$ cat src/rtl/ewh_pkg.sv
// Shared definitions for the target panel responder.
// Contents:
//   NUM_TARGETS_DEFAULT - default number of physical targets (LED + photodiode)
//   target_idx_t        - 4-bit target index type
//   state_t             - responder FSM state encoding (IDLE, ARM, ACTIVE, REPORT)
package ewh_pkg;

  localparam int NUM_TARGETS_DEFAULT = 10;

  typedef logic [3:0] target_idx_t;

  typedef enum logic [1:0] {
    IDLE   = 2'd0,
    ARM    = 2'd1,
    ACTIVE = 2'd2,
    REPORT = 2'd3
  } state_t;

endpackage

$ cat src/rtl/hit_debouncer.sv
// Qualifies a hit once the input bit has been high on DEBOUNCE_CYCLES
// consecutive enabled cycles, and reports the count value captured on the
// first cycle of the qualifying run.
// Ports:
//   clock, reset  - rising-edge clock, synchronous active-high reset
//   sample        - photodiode bit being watched
//   clear         - holds the run count at zero (used outside the active window)
//   count         - elapsed-cycle value to capture at the start of a run
//   qualified     - combinational pulse on the cycle the last required high sample is taken
//   run_start     - count value at the first cycle of the current run
module hit_debouncer #(
  parameter int DEBOUNCE_CYCLES = 4
) (
  input  logic        clock,
  input  logic        reset,
  input  logic        sample,
  input  logic        clear,
  input  logic [31:0] count,
  output logic        qualified,
  output logic [31:0] run_start
);

  // run holds how many high samples preceded this cycle; it never exceeds
  // DEBOUNCE_CYCLES-1 because reaching the last sample qualifies instead.
  localparam int RW = (DEBOUNCE_CYCLES > 1) ? $clog2(DEBOUNCE_CYCLES) : 1;
  localparam logic [RW-1:0] LAST = RW'(DEBOUNCE_CYCLES - 1);

  logic [RW-1:0] run;
  logic [31:0]   start_q;

  assign qualified = !clear && sample && (run == LAST);

  // When no run is in progress the current sample is itself the run start,
  // which also covers DEBOUNCE_CYCLES == 1.
  assign run_start = (run == '0) ? count : start_q;

  always_ff @(posedge clock) begin
    if (reset || clear || !sample || qualified) begin
      run <= '0;
    end else begin
      run <= run + RW'(1);
    end

    if (reset) begin
      start_q <= '0;
    end else if (!clear && sample && (run == '0)) begin
      start_q <= count;
    end
  end

endmodule

$ cat src/rtl/target_panel_responder.sv
// Lights one target on request, waits out a blanking period, then times how
// long it takes for that target's photodiode to register a debounced hit,
// reporting a miss after a timeout.
//
// Handshakes:
//   request: a transfer happens on a rising edge where target_valid && target_ready;
//            target_ready is high only in IDLE.
//   result:  result_valid stays high with result_* stable until result_ack is
//            seen high on a rising edge; the responder returns to IDLE next cycle.
//
// Ports:
//   clock, reset           - rising-edge clock, synchronous active-high reset
//   target_idx/valid/ready - request channel
//   cancel                 - aborts a target in ARM or ACTIVE, no result produced
//   photo_array            - raw photodiode levels, bit i = target i
//   led                    - one-hot illumination of the selected target
//   result_valid/hit/idx/time, result_ack - result channel
//   fsm_state              - current FSM state for observation
module target_panel_responder
  import ewh_pkg::*;
#(
  parameter int NUM_TARGETS     = NUM_TARGETS_DEFAULT,
  parameter int BLANK_CYCLES    = 16,
  parameter int DEBOUNCE_CYCLES = 4,
  parameter int TIMEOUT_CYCLES  = 50_000_000
) (
  input  logic                   clock,
  input  logic                   reset,
  input  target_idx_t            target_idx,
  input  logic                   target_valid,
  output logic                   target_ready,
  input  logic                   cancel,
  input  logic [NUM_TARGETS-1:0] photo_array,
  output logic [NUM_TARGETS-1:0] led,
  output logic                   result_valid,
  output logic                   result_hit,
  output target_idx_t            result_idx,
  output logic [31:0]            result_time,
  input  logic                   result_ack,
  output state_t                 fsm_state
);

  logic [NUM_TARGETS-1:0] req_mask;
  logic [NUM_TARGETS-1:0] sel_mask;
  logic                   idx_ok;
  target_idx_t            cur_idx;
  logic [31:0]            arm_cnt;
  logic [31:0]            elapsed;
  logic                   photo_bit;
  logic                   in_active;
  logic                   hit;
  logic [31:0]            hit_start;

  assign target_ready = (fsm_state == IDLE);
  assign req_mask     = NUM_TARGETS'(1) << target_idx;
  assign idx_ok       = 32'(target_idx) < 32'(NUM_TARGETS);

  // sel_mask is kept separate from led so the watched bit is still selected
  // by mask, never by an index that could fall outside the array.
  assign photo_bit = |(photo_array & sel_mask);
  assign in_active = (fsm_state == ACTIVE);

  hit_debouncer #(
    .DEBOUNCE_CYCLES(DEBOUNCE_CYCLES)
  ) u_debouncer (
    .clock     (clock),
    .reset     (reset),
    .sample    (photo_bit),
    .clear     (!in_active),
    .count     (elapsed),
    .qualified (hit),
    .run_start (hit_start)
  );

  always_ff @(posedge clock) begin
    if (reset) begin
      fsm_state    <= IDLE;
      led          <= '0;
      sel_mask     <= '0;
      cur_idx      <= '0;
      arm_cnt      <= '0;
      elapsed      <= '0;
      result_valid <= 1'b0;
      result_hit   <= 1'b0;
      result_idx   <= '0;
      result_time  <= '0;
    end else begin
      case (fsm_state)
        IDLE: begin
          if (target_valid) begin
            if (idx_ok) begin
              fsm_state <= ARM;
              cur_idx   <= target_idx;
              sel_mask  <= req_mask;
              led       <= req_mask;
              arm_cnt   <= '0;
            end else begin
              // Out-of-range index: report an immediate invalid result.
              fsm_state    <= REPORT;
              led          <= '0;
              sel_mask     <= '0;
              result_valid <= 1'b1;
              result_hit   <= 1'b0;
              result_idx   <= target_idx;
              result_time  <= '0;
            end
          end
        end

        ARM: begin
          if (cancel) begin
            fsm_state <= IDLE;
            led       <= '0;
            sel_mask  <= '0;
            arm_cnt   <= '0;
          end else if (arm_cnt == 32'(BLANK_CYCLES - 1)) begin
            fsm_state <= ACTIVE;
            arm_cnt   <= '0;
            elapsed   <= '0;
          end else begin
            arm_cnt <= arm_cnt + 32'd1;
          end
        end

        ACTIVE: begin
          if (cancel) begin
            fsm_state <= IDLE;
            led       <= '0;
            sel_mask  <= '0;
            elapsed   <= '0;
          end else if (hit) begin
            // Checked before the timeout so a hit on the last cycle wins.
            fsm_state    <= REPORT;
            led          <= '0;
            sel_mask     <= '0;
            elapsed      <= '0;
            result_valid <= 1'b1;
            result_hit   <= 1'b1;
            result_idx   <= cur_idx;
            result_time  <= hit_start;
          end else if (elapsed == 32'(TIMEOUT_CYCLES - 1)) begin
            fsm_state    <= REPORT;
            led          <= '0;
            sel_mask     <= '0;
            elapsed      <= '0;
            result_valid <= 1'b1;
            result_hit   <= 1'b0;
            result_idx   <= cur_idx;
            result_time  <= 32'(TIMEOUT_CYCLES);
          end else begin
            elapsed <= elapsed + 32'd1;
          end
        end

        REPORT: begin
          if (result_ack) begin
            fsm_state    <= IDLE;
            result_valid <= 1'b0;
          end
        end

        default: fsm_state <= IDLE;
      endcase
    end
  end

endmodule

$ cat config.mk
export PLATFORM = sky130hd
export DESIGN_NAME = target_panel_responder
export DESIGN_NICKNAME = d
export VERILOG_FILES = /design/src/rtl/ewh_pkg.sv /design/src/rtl/hit_debouncer.sv /design/src/rtl/target_panel_responder.sv
export SDC_FILE = /design/constraint.sdc
export NUM_CORES = 1
export LEC_CHECK = 0
export ABC_AREA = 1
export BUFFER_PORTS_ARGS = -buffer_cell sky130_fd_sc_hd__buf_2
export CELL_PAD_IN_SITES_DETAIL_PLACEMENT = 1
export CELL_PAD_IN_SITES_GLOBAL_PLACEMENT = 1
export CORE_ASPECT_RATIO = 0.5
export CORE_UTILIZATION = 46
export DETAILED_ROUTE_END_ITERATION = 10
export PLACE_DENSITY = 0.95
export SETUP_SLACK_MARGIN = 0.1
export SYNTH_ARGS = -nofsm -noshare
export SYNTH_HDL_FRONTEND = slang
export SYNTH_HIERARCHICAL = 1
export SYNTH_SLANG_ARGS = --single-unit
$ cat constraint.sdc
create_clock -name clock -period 5.35 [get_ports clock]
set_input_delay 0.535 -clock clock [delete_from_list [all_inputs] [get_ports clock]]
set_output_delay 0.535 -clock clock [all_outputs]
set_load 0.05 [all_outputs]
==> metrics.cfg <==
[layout]
area_growth_pct=10.68
final_cells=1600
nNetsFinal=1381
n_antenna_cell=0
stdcell_area_um2=9286
drive_above_1_share_pct=10.25

[power]
power_switching_mw=1.641
power_frac_clock_pct=32.7
seqPwrFrac_pct=34.1
p_leak_nw=3.787
irDropWorstVdd_mv=0.2464
power_switching_share_pct=43.42
p_per_area_nw_per_um2=407.0
p_int_mw=2.139
pwr-share-comb_pct=33.2

[setup_path]
r2r-end=result_time[15]$_SDFFE_PP0P_
rr_worst_depth=12
required_ns=5.65
critPathArrivalTime_ns=4.26
endpoint_kind=flop
criticalPathCategory=reg2reg
cp_max_fo=37
r2r_setup_slack_ns=1.38
reg2reg_from=fsm_state[0]$_SDFFE_PP0P_
startpoint_type=flop

[die]
die_w_um=193
dieArea_um2=18820
fp.dieH_um=97.50
io-pin-count=70
design.core.area_um2=17610
row_count=34
initial_utilization_pct=47.64

[routing]
finalWirelength_mm=32.74
routed-via-count=9279
initialDrtViolationCount=979
vias_per_cell=5.799
drtPass1Iterations=6
ant_nets=0
wl_per_cell_um=20.46
drc=0

[min_path]
hold_class=reg2reg
worst_hold_path.num_cells=2
hold_path_startpoint=result_time[31]$_SDFFE_PP0P_
holdPathEnd=result_time[31]$_SDFFE_PP0P_

[cts]
ctsResizeCount=0
hold_buffers=0
path_clk_slew_ns=0.07
cts_setup_buffers=0
clock_latency_ns=0.45
cts.htree.levels=4
cts_sinks=152
cts_buffers=17
cts_tree=yes
clockRootBuffer=clkbuf_16
clockBufferDepth=2

[synthesis]
synth_edf_count=0
synth_top_area_share_pct=36.27
syn_area_um2=8391
ys.flop_type=dfxtp_1
netlist_instances=1316
ys_top_cells_by_count=nand2_1, nor2_1, inv_1
synth-seq-cells=152
seq_area_frac_synth_pct=36.27
synth_area_leaders=dfxtp_1, nand2_1, nor2_1, inv_1, nand3_1
synth.most_common_cell=nand2_1
syn_nets=1344
syn_area_per_cell_um2=6.376
ys_types=43
yosysWarnings=6
yosysTopAreaCell=dfxtp_1
async_flop_share_pct=0

[timing]
rsz0062_at_grt=false
setup_ws_ns=1.382
tns_ns=0
report.final.slew_viol_count=0
finalHoldViolCount=0
worstMarginPinSlew_ns=1.166
period_minus_slack_ns=3.968
fin_skew_ns=0.01435
timing.hold.ws_ns=0.4631
finalSetupViolations=0
max_freq_mhz=252.0
slew_headroom_pct=22.19
period_share_pct=74.17

[outcome]
outcome=complete, no violations

[global_routing]
grt_first_pass_wirelength_mm=52.63
grt_max_degree=73
antenna_found_initial=0
grt-ovfl-total=0
grt_pass1_vias=9616
track_usage_pct=35.99

[placed_design]
gp_congestion=0.8926
place_inst=1568
dpl_cell_area_um2=8718
hpwl_mm=19.22
preCtsSetupSlack_ns=1.818
io_buffers=69

[flow_run]
maxCapViolCount=0

-- metal layers --
metal,track usage (%),routed length [um]
met1,45.03,13510
met2,58.59,15550
met3,8.956,2520
met4,15.38,1164
met5,0,0
-- worst max-delay path: stages, from the launching register on --
cell	delay (ns)
dfxtp_1	0.38
inv_1	0.15
ha_1	0.60
inv_2	0.28
clkinv_1	0.11
buf_4	0.38
nand2_1	0.12
nor2_1	0.26
clkinv_1	0.43
nand3_2	0.46
nand2_4	0.34
nand2_1	0.19
a21oi_1	0.11
-- area by class of cell --
cell class,instances,area [um^2]
well taps,234,292.8
flip-flops and latches,152,3043
clock buffers,19,432.9
repair buffers,75,390.4
inverters,205,769.5
fillers,2451,8325
clock inverters,13,135.1
multi-input cells,902,4223
-- registers in the layout, indices dropped and copies added, names as in the netlist --
signal / flops
result_idx: 4
sel_mask: 10
arm_cnt: 32
result_time: 32
u_debouncer/start_q: 32
result_hit: 1
u_debouncer/run: 2
cur_idx: 4
fsm_state: 2
elapsed: 32
result_valid: 1
-- how the worst max path moves through the flow --
stage                                          from                           end  slack, ns  depth (start not counted)
after global routing      fsm_state[0]$_SDFFE_PP0P_  result_time[21]$_SDFFE_PP0P_       1.19                         12
after detailed placement  fsm_state[1]$_SDFFE_PP0P_   result_time[2]$_SDFFE_PP0P_       1.82                         11
after floorplan           fsm_state[0]$_SDFFE_PP0P_    result_idx[0]$_SDFFE_PP0P_       2.44                         15
after global placement    fsm_state[0]$_SDFFE_PP0P_   result_time[2]$_SDFFE_PP0P_       2.18                         12
after CTS                 fsm_state[0]$_SDFFE_PP0P_  result_time[15]$_SDFFE_PP0P_       1.50                         12
final                     fsm_state[0]$_SDFFE_PP0P_  result_time[15]$_SDFFE_PP0P_       1.38                         12
-- metrics by stage --
stage	total power [mW]	util, %
2_1_floorplan	2.260	-
3_3_place_gp	2.384	49.50
3_5_place_dp	2.441	49.50
4_1_cts	3.733	52.73
5_1_grt	3.916	52.73
6_report	3.780	52.73
-- cell families after synthesis --
logic type | share of synthesized area, %
adder cells (fa/ha/maj) | 1.342
XOR/XNOR | 1.148
AO/OA/AOI/OAI | 9.678
AND/OR/NAND/NOR | 38.13
buffers and inverters | 13.44
flip-flops | 36.27
-- layout by cell type (no fill, tap or decap), types with 6 or more instances in the layout --
| cell | Yosys | routed |
|---|---|---|
| xor2_1 | 10 | 10 |
| nor2_1 | 209 | 209 |
| nor3_1 | 28 | 28 |
| nand4_1 | 56 | 56 |
| inv_1 | 198 | 198 |
| o21ai_0 | 57 | 57 |
| ha_1 | 9 | 8 |
| a21oi_1 | 81 | 81 |
| dfxtp_1 | 152 | 152 |
| clkbuf_16 | 0 | 17 |
| buf_2 | 20 | 69 |
| nand2_1 | 313 | 313 |
| nand3_1 | 82 | 82 |
| buf_4 | 7 | 6 |
| nand3_2 | 7 | 7 |
-- power by group through the flow --
stage / clock (mW) / combinational (mW) / sequential [mW]
2_1_floorplan: 0 / 0.832 / 1.43
3_3_place_gp: 0 / 1.09 / 1.30
3_5_place_dp: 0 / 1.14 / 1.30
4_1_cts: 1.23 / 1.22 / 1.29
5_1_grt: 1.28 / 1.34 / 1.30
6_report: 1.23 / 1.26 / 1.29
Note: power is estimated with default switching activity, not from simulation.
